`src/rtl/accu_stream.sv`:
```
// -----------------------------------------------------------------------------
// accu_stream
//   Streaming accumulator. It sums cfg_len input beats per group, or fewer if
//   flush closes the group early, and emits one result beat per group together
//   with the number of beats summed. Both sides use a valid/ready handshake.
//   Input beats can arrive every cycle with no bubble between groups while
//   results are drained.
//
// Ports
//   clk       in   1       clock, rising edge
//   rst_n     in   1       asynchronous active-low reset
//   data_in   in   DATA_W  input sample
//   valid_a   in   1       data_in valid
//   ready_a   out  1       beat can be accepted this cycle (combinational)
//   flush     in   1       close the group with this beat (only if accepted)
//   cfg_len   in   LEN_W   beats per group, sampled on a group's first beat
//   data_out  out  OUT_W   group sum
//   cnt_out   out  LEN_W   beats summed into data_out
//   valid_b   out  1       data_out/cnt_out valid
//   ready_b   in   1       downstream accepts the result
// -----------------------------------------------------------------------------
module accu_stream #(
    parameter int DATA_W = 8,
    parameter int MAX_N  = 4,
    parameter int LEN_W  = 3,
    parameter int OUT_W  = 10,
    parameter int SIGNED = 0
) (
    input  logic              clk,
    input  logic              rst_n,
    input  logic [DATA_W-1:0] data_in,
    input  logic              valid_a,
    output logic              ready_a,
    input  logic              flush,
    input  logic [LEN_W-1:0]  cfg_len,
    output logic [OUT_W-1:0]  data_out,
    output logic [LEN_W-1:0]  cnt_out,
    output logic              valid_b,
    input  logic              ready_b
);

    typedef enum logic {
        IDLE = 1'b0,   // no beat of the current group accepted yet
        ACC  = 1'b1    // group open, at least one beat summed
    } state_t;

    state_t             state, state_nxt;
    logic [OUT_W-1:0]   acc;
    logic [LEN_W-1:0]   cnt;
    logic [LEN_W-1:0]   len_q;

    logic [OUT_W-1:0]   ext_in;
    logic [OUT_W-1:0]   sum;
    logic [LEN_W-1:0]   cnt_inc;
    logic [LEN_W-1:0]   len_clamp;
    logic [LEN_W-1:0]   len_eff;
    logic               beat_last;
    logic               accept;

    // NOTE: every signal written here gets a value before any condition, so
    // no path leaves a signal unassigned and no latch is inferred.
    always_comb begin
        // Extend the sample to the result width.
        if (SIGNED != 0) ext_in = OUT_W'($signed(data_in));
        else             ext_in = OUT_W'(data_in);

        // Clamp the requested group length into 1..MAX_N.
        len_clamp = cfg_len;
        if (cfg_len == '0)
            len_clamp = LEN_W'(1);
        else if (cfg_len > LEN_W'(MAX_N))
            len_clamp = LEN_W'(MAX_N);

        // cfg_len is used only for a group's first beat. After that the
        // latched length applies.
        len_eff = (state == IDLE) ? len_clamp : len_q;

        // acc and cnt are zero in IDLE, so the same sum and increment serve
        // both the first beat and the later beats of a group.
        cnt_inc   = cnt + LEN_W'(1);
        sum       = acc + ext_in;
        beat_last = flush || (cnt_inc == len_eff);

        // A group-closing beat needs room in the output register. Other beats
        // can always be accepted.
        ready_a = !(valid_b && !ready_b && beat_last);
        accept  = valid_a && ready_a;

        state_nxt = state;
        if (accept)
            state_nxt = beat_last ? IDLE : ACC;
    end

    // NOTE: sequential state uses non-blocking assignments only. Every
    // register then samples values from before the edge, whatever the order
    // in which the blocks are evaluated.
    always_ff @(posedge clk or negedge rst_n) begin
        if (!rst_n) state <= IDLE;
        else        state <= state_nxt;
    end

    // Running sum for the open group.
    always_ff @(posedge clk or negedge rst_n) begin
        if (!rst_n) begin
            acc   <= '0;
            cnt   <= '0;
            len_q <= '0;
        end else if (accept) begin
            if (beat_last) begin
                acc <= '0;
                cnt <= '0;
            end else begin
                acc <= sum;
                cnt <= cnt_inc;
            end
            if (state == IDLE)
                len_q <= len_clamp;
        end
    end

    // Output register. A new result can load in the same cycle the previous
    // one transfers, so valid_b stays high with no bubble.
    always_ff @(posedge clk or negedge rst_n) begin
        if (!rst_n) begin
            data_out <= '0;
            cnt_out  <= '0;
            valid_b  <= 1'b0;
        end else if (accept && beat_last) begin
            data_out <= sum;
            cnt_out  <= cnt_inc;
            valid_b  <= 1'b1;
        end else if (valid_b && ready_b) begin
            valid_b  <= 1'b0;
        end
    end

endmodule

```
`config.mk`:
```
export PLATFORM = sky130hd
export DESIGN_NAME = accu_stream
export DESIGN_NICKNAME = d
export VERILOG_FILES = /design/src/rtl/accu_stream.sv
export SDC_FILE = /design/constraint.sdc
export NUM_CORES = 1
export LEC_CHECK = 0
export ABC_AREA = 1
export BUFFER_PORTS_ARGS = -buffer_cell sky130_fd_sc_hd__buf_2
export CAP_MARGIN = 20
export CELL_PAD_IN_SITES_DETAIL_PLACEMENT = 0
export CELL_PAD_IN_SITES_GLOBAL_PLACEMENT = 1
export CORE_ASPECT_RATIO = 1.5
export CORE_UTILIZATION = 36
export CTS_CLUSTER_DIAMETER = 150
export DETAILED_ROUTE_END_ITERATION = 16
export GPL_TIMING_DRIVEN = 0
export HOLD_SLACK_MARGIN = 0.03
export PLACE_DENSITY = 0.86
export SETUP_SLACK_MARGIN = 0.1
export SYNTH_ARGS = -nofsm -noshare
export SYNTH_HDL_FRONTEND = slang
export SYNTH_SLANG_ARGS = --single-unit
```
`constraint.sdc`:
```
create_clock -name clk -period 1.5 [get_ports clk]
set_input_delay 0.3 -clock clk [delete_from_list [all_inputs] [get_ports clk]]
set_output_delay 0.3 -clock clk [all_outputs]
set_load 0.01 [all_outputs]
```
Yosys cells after proc, flatten, opt, wreduce, memory -nomap -nowiden:

Cells that the tools add are included.

* register bits: 31
* input port bits: 16

* eq/ne operators: 1
* reductions and logical operators: 10
* add/subtract/negate cells: 2
* muxes and demuxes: 8
* $lt $le $gt $ge: 1

Operator list (number)
* two-way mux 3 bit: 4
* adder 10 x 8 -> 10 bit: 1
* two-way mux 10 bit: 1
* logical AND 1 bit: 5
* adder 3 x 1 -> 3 bit (second input constant): 1
* equality test 3 bit: 1
* greater-than comparator 3 bit (second input constant): 1
* logical NOT 3 bit: 1
* two-way mux 1 bit: 3
* logical NOT 1 bit: 2
* nonzero test 2 bit: 1
* logical OR 1 bit: 1

Logic depth before layout (Yosys ltp):

* depth after elaboration: 11
* gate-level depth with buffers: 14

Worst setup path before layout:

Ideal clock, no wire load.

* kind: register to register
* start: register acc[0]
* end: register data_out[8]
* setup slack: -107 ps
* buffers on the path: 0
* arrival time: 1490 ps
* clock period less this slack: 1607 ps
* cell stages (with the launch flop): 11
* required time: 1383 ps
* cell sequence: dfrtp_1 -> ha_1 -> fa_1 -> nand3_1 -> nand2_1 -> nand2_1 -> nand2_1 -> nand2_1 -> nand2_1 -> nand4_1 -> nand2_1

* word-level cells in the longest chain between the ends: 1

Ends and longest elaborated chain
* start: declaration: line 48 `logic [OUT_W-1:0] acc;`
* start signal: assignment: line 113 `acc <= sum;`
* adder 10 x 8 -> 10 bit: line 81 `sum = acc + ext_in;`
* end signal: assignment: line 129 `data_out <= sum;`
* end: declaration: line 36 `output logic [OUT_W-1:0] data_out,`

No other way between the ends.
A chain may end at the register's enable or synchronous reset.

Final worst setup path:

* start: register cnt[1]
* end: output ready_a

* word-level cells in the longest chain between the ends: 5

Ends and longest elaborated chain
* start: declaration: line 49 `logic [LEN_W-1:0] cnt;`
* start signal: assignment: line 114 `cnt <= cnt_inc;`
* adder 3 x 1 -> 3 bit: line 80 `cnt_inc = cnt + LEN_W'(1);`
* equality test 3 bit: line 82 `beat_last = flush || (cnt_inc == len_eff);`
* logical OR 1 bit: line 82
* logical AND 1 bit: line 86 `ready_a = !(valid_b && !ready_b && beat_last);`
* logical NOT 1 bit: line 86
* end: declaration: line 33 `output logic ready_a,`

No other way between the ends.

==> impl_metrics.yaml <==
setup_path:
  critical_path.most_common_cell: "nand2_2"
  crit_arrival_ns: 1.54
  endpoint_kind: "output pin"
  path_depth: 10
  worst-endpoint-required_ns: 1.20
  path_cells: "ha_4 -> nand2_2 -> nand2_2 -> nand2_1 -> nand2_1 -> nor2_2 -> nand2_2 -> nand2_4 -> nand2_4 -> buf_6"
  r2r_setup_slack_ns: -0.30
  crit_family: "simple AND/OR/NAND/NOR gates"
  cpPeakStageDelay_ns: 0.41
  critical_path_class: "reg2out"
  reg2regPathDepth: 15
  cp_slowest_cell: "dfrtp_1"
  start_kind: "flop"
  crit_fanout: 3
  crit_buf_inv: 1
synthesis:
  ys_top_cells_by_count: "nand2_1 (121), dfrtp_1 (31), inv_1 (22), nand3_1 (17), nand4_1 (17)"
  synth_most_common_cell: "nand2_1"
  synth_edf_count: 0
  ys_seq_area_share_pct: 41.7
  synth_warnings: 0
  synth_top_family_by_area: "simple AND/OR/NAND/NOR gates"
  ys_ff_latch: 31
  synth_cell_type_count: 21
  muxShareOfSynthArea_pct: 0
  synth_xor_area_share_pct: 1.88
  yosysTopAreaCellShare_pct: 41.7
  syn_nets: 281
  synthFlopType: "dfrtp_1"
  async_flop_share_pct: 100
  synth_compound_area_share_pct: 1.61
  postSynthCellCount: 255
  yosys.area.top_type: "dfrtp_1"
  syn_avg_cell_area_um2: 7.30
  synth_area_leaders: "dfrtp_1 (42%), nand2_1 (24%), ha_1 (6.1%), nand4_1 (5.7%), nand3_1 (4.6%)"
  netlist_area_um2: 1860
  synth_fa_ha_area_share_pct: 7.13
  yosys.area_share.simple_pct: 41.0
route:
  viasPerCell: 4.72
  drtIter0Drc: 60
  dr.pass1.iters: 4
  ant_nets: 0
  routed_wl_um: 4940
  wl_per_cell_um: 13.3
  drc_errors: 0
  vias: 1757
cts:
  clk_pin_slew_ns: 0.07
  cts_buffer_depth: 2
  cts_root_buf: "clkbuf_8"
  clk_latency_ns: 0.29
  cts_buffers: 5
  htree_num_levels: 2
  cts_hold_buf: 0
  tritoncts: "built"
  clock_sinks: 31
pwr:
  leakagePower_nw: 1.42
  pwr-share-clk_pct: 17.7
  power_frac_seq_pct: 30.1
  combPwrFrac_pct: 52.1
  p_int_mw: 2.84
  p_switching_mw: 2.05
  ir_worst_vdd_uv: 862
  swShare_pct: 41.9
  power_density_nw_per_um2: 1940
timing:
  setup_tns_ns: -7.61
  setup-violations-final: 32
  maxSlewHeadroom_pct: 52.3
  fmax_ghz: 0.543
  maxSlewViolCount: 0
  period_needed_ns: 1.84
  fin_crit_sh_pct: 123
  skew_ns: 0.00771
  worst_slack_ns: -0.342
  hold_viol: 0
  grt_setup_unrepaired: "true"
  tightest_slew_ns: 0.715
floorplan:
  core.rowCount: 31
  die_h_um: 90.0
  dieWidth_um: 60.7
  pin_count: 31
  die-area_um2: 5470
  start_util_pct: 38.1
  core-area_um2: 4890
layout:
  syn2layout_area_growth_pct: 35.7
  final_util_pct: 51.7
  layout.nets: 331
  drive_gt1_share_pct: 31.4
  n_antenna_cell: 0
global_route:
  track_usage_pct: 19.8
  grt_max_degree: 32
  grt-ovfl-total: 0
  antenna_found_initial: 0
  grt_first_pass_wirelength_um: 8090
  grt_pass1_vias: 1819
place:
  hpwlAfterDp_um: 3440
  io_buffers: 29
  gp_congestion: 0.837
run_status:
  status: "complete, but fails checks"
  violations: "negative setup slack"
worst_hold_path:
  hold_class: "in2async"
job:
  cap_violations: 0
cell families after synthesis:
logic type | count (synthesis)
AND/OR/NAND/NOR | 175
adder cells (fa/ha/maj) | 10
flip-flops | 31
AO/OA/AOI/OAI | 5
buffers and inverters | 30
XOR/XNOR | 4
repair_timing:
item | in CTS | in global routing
pin swaps | 7 | 11
gates resized for setup | 18 | 24
cloned | 3 | 0
setup buffers | 5 | 6
setup endpoints to repair | 32 | 32
state kept, by name, indices dropped and copies added, names as in the netlist:
| register | count |
|---|---|
| valid_b | 1 |
| state | 1 |
| data_out | 10 |
| len_q | 3 |
| acc | 10 |
| cnt_out | 3 |
| cnt | 3 |
through the flow:
step                instance area (um2)  total power [mW]  hold slack, ns  instances  setup slack (ns)
global placement                   2120              3.52           0.391        350            -0.293
global route                       2520              5.31           0.113        372            -0.475
finish                             2520              4.89          0.0600        372            -0.342
detailed placement                 2120              3.55           0.393        350            -0.295
CTS                                2410              4.73          0.0866        366            -0.389
floorplan                          1890              2.94         0.00441        255           -0.0506
worst paths after layout:
check | endpoint | startpoint
worst max-delay path | ready_a | cnt[1]
worst min-delay path | acc[2] | rst_n
worst max register to register | acc[7] | cnt[1]
worst min register to register | data_out[0] | data_out[0]
max in group asynchronous | state | rst_n
min in group clk | state | flush
power groups by stage:
stage / logic (mW) / clock network, mW / registers (mW)
final: 2.55 / 0.867 / 1.47
after global routing: 2.87 / 0.913 / 1.52
after CTS: 2.41 / 0.883 / 1.43
after detailed placement: 2.11 / 0 / 1.44
after global placement: 2.09 / 0 / 1.43
after floorplan: 1.46 / 0 / 1.48
area by class of cell:
cell class	count	area, um2
clock buffer	6	82.6
timing repair buffer	43	297
buffer	7	61.3
multi-input combinational	194	1100
clock inverter	2	35.0
tap	66	82.6
fill	506	2360
inverter	23	86.3
sequential	31	778
layer usage:
| metal | GRT usage (%) | vias to the layer above | routed length (um) |
|---|---|---|---|
| met4 | 7.01 | 0 | 93 |
| li1 | - | 903 | - |
| met2 | 36.5 | 22 | 2860 |
| met3 | 3.74 | 8 | 115 |
| met1 | 21.2 | 824 | 1870 |
| met5 | 0 | - | 0 |
placed cells by master, fill, tap and decap left out, types with 6 or more instances in the layout:
| cell | synthesis | final |
|---|---|---|
| nand2_1 | 121 | 106 |
| buf_2 | 4 | 29 |
| dfrtp_1 | 31 | 29 |
| inv_1 | 22 | 19 |
| nand4_1 | 17 | 17 |
| nand2_2 | 3 | 16 |
| nand3_1 | 17 | 16 |
| nor2_1 | 11 | 11 |
| buf_4 | 0 | 10 |
| buf_6 | 1 | 6 |
| clkbuf_8 | 0 | 6 |
Power figures use the tool's default switching activity.
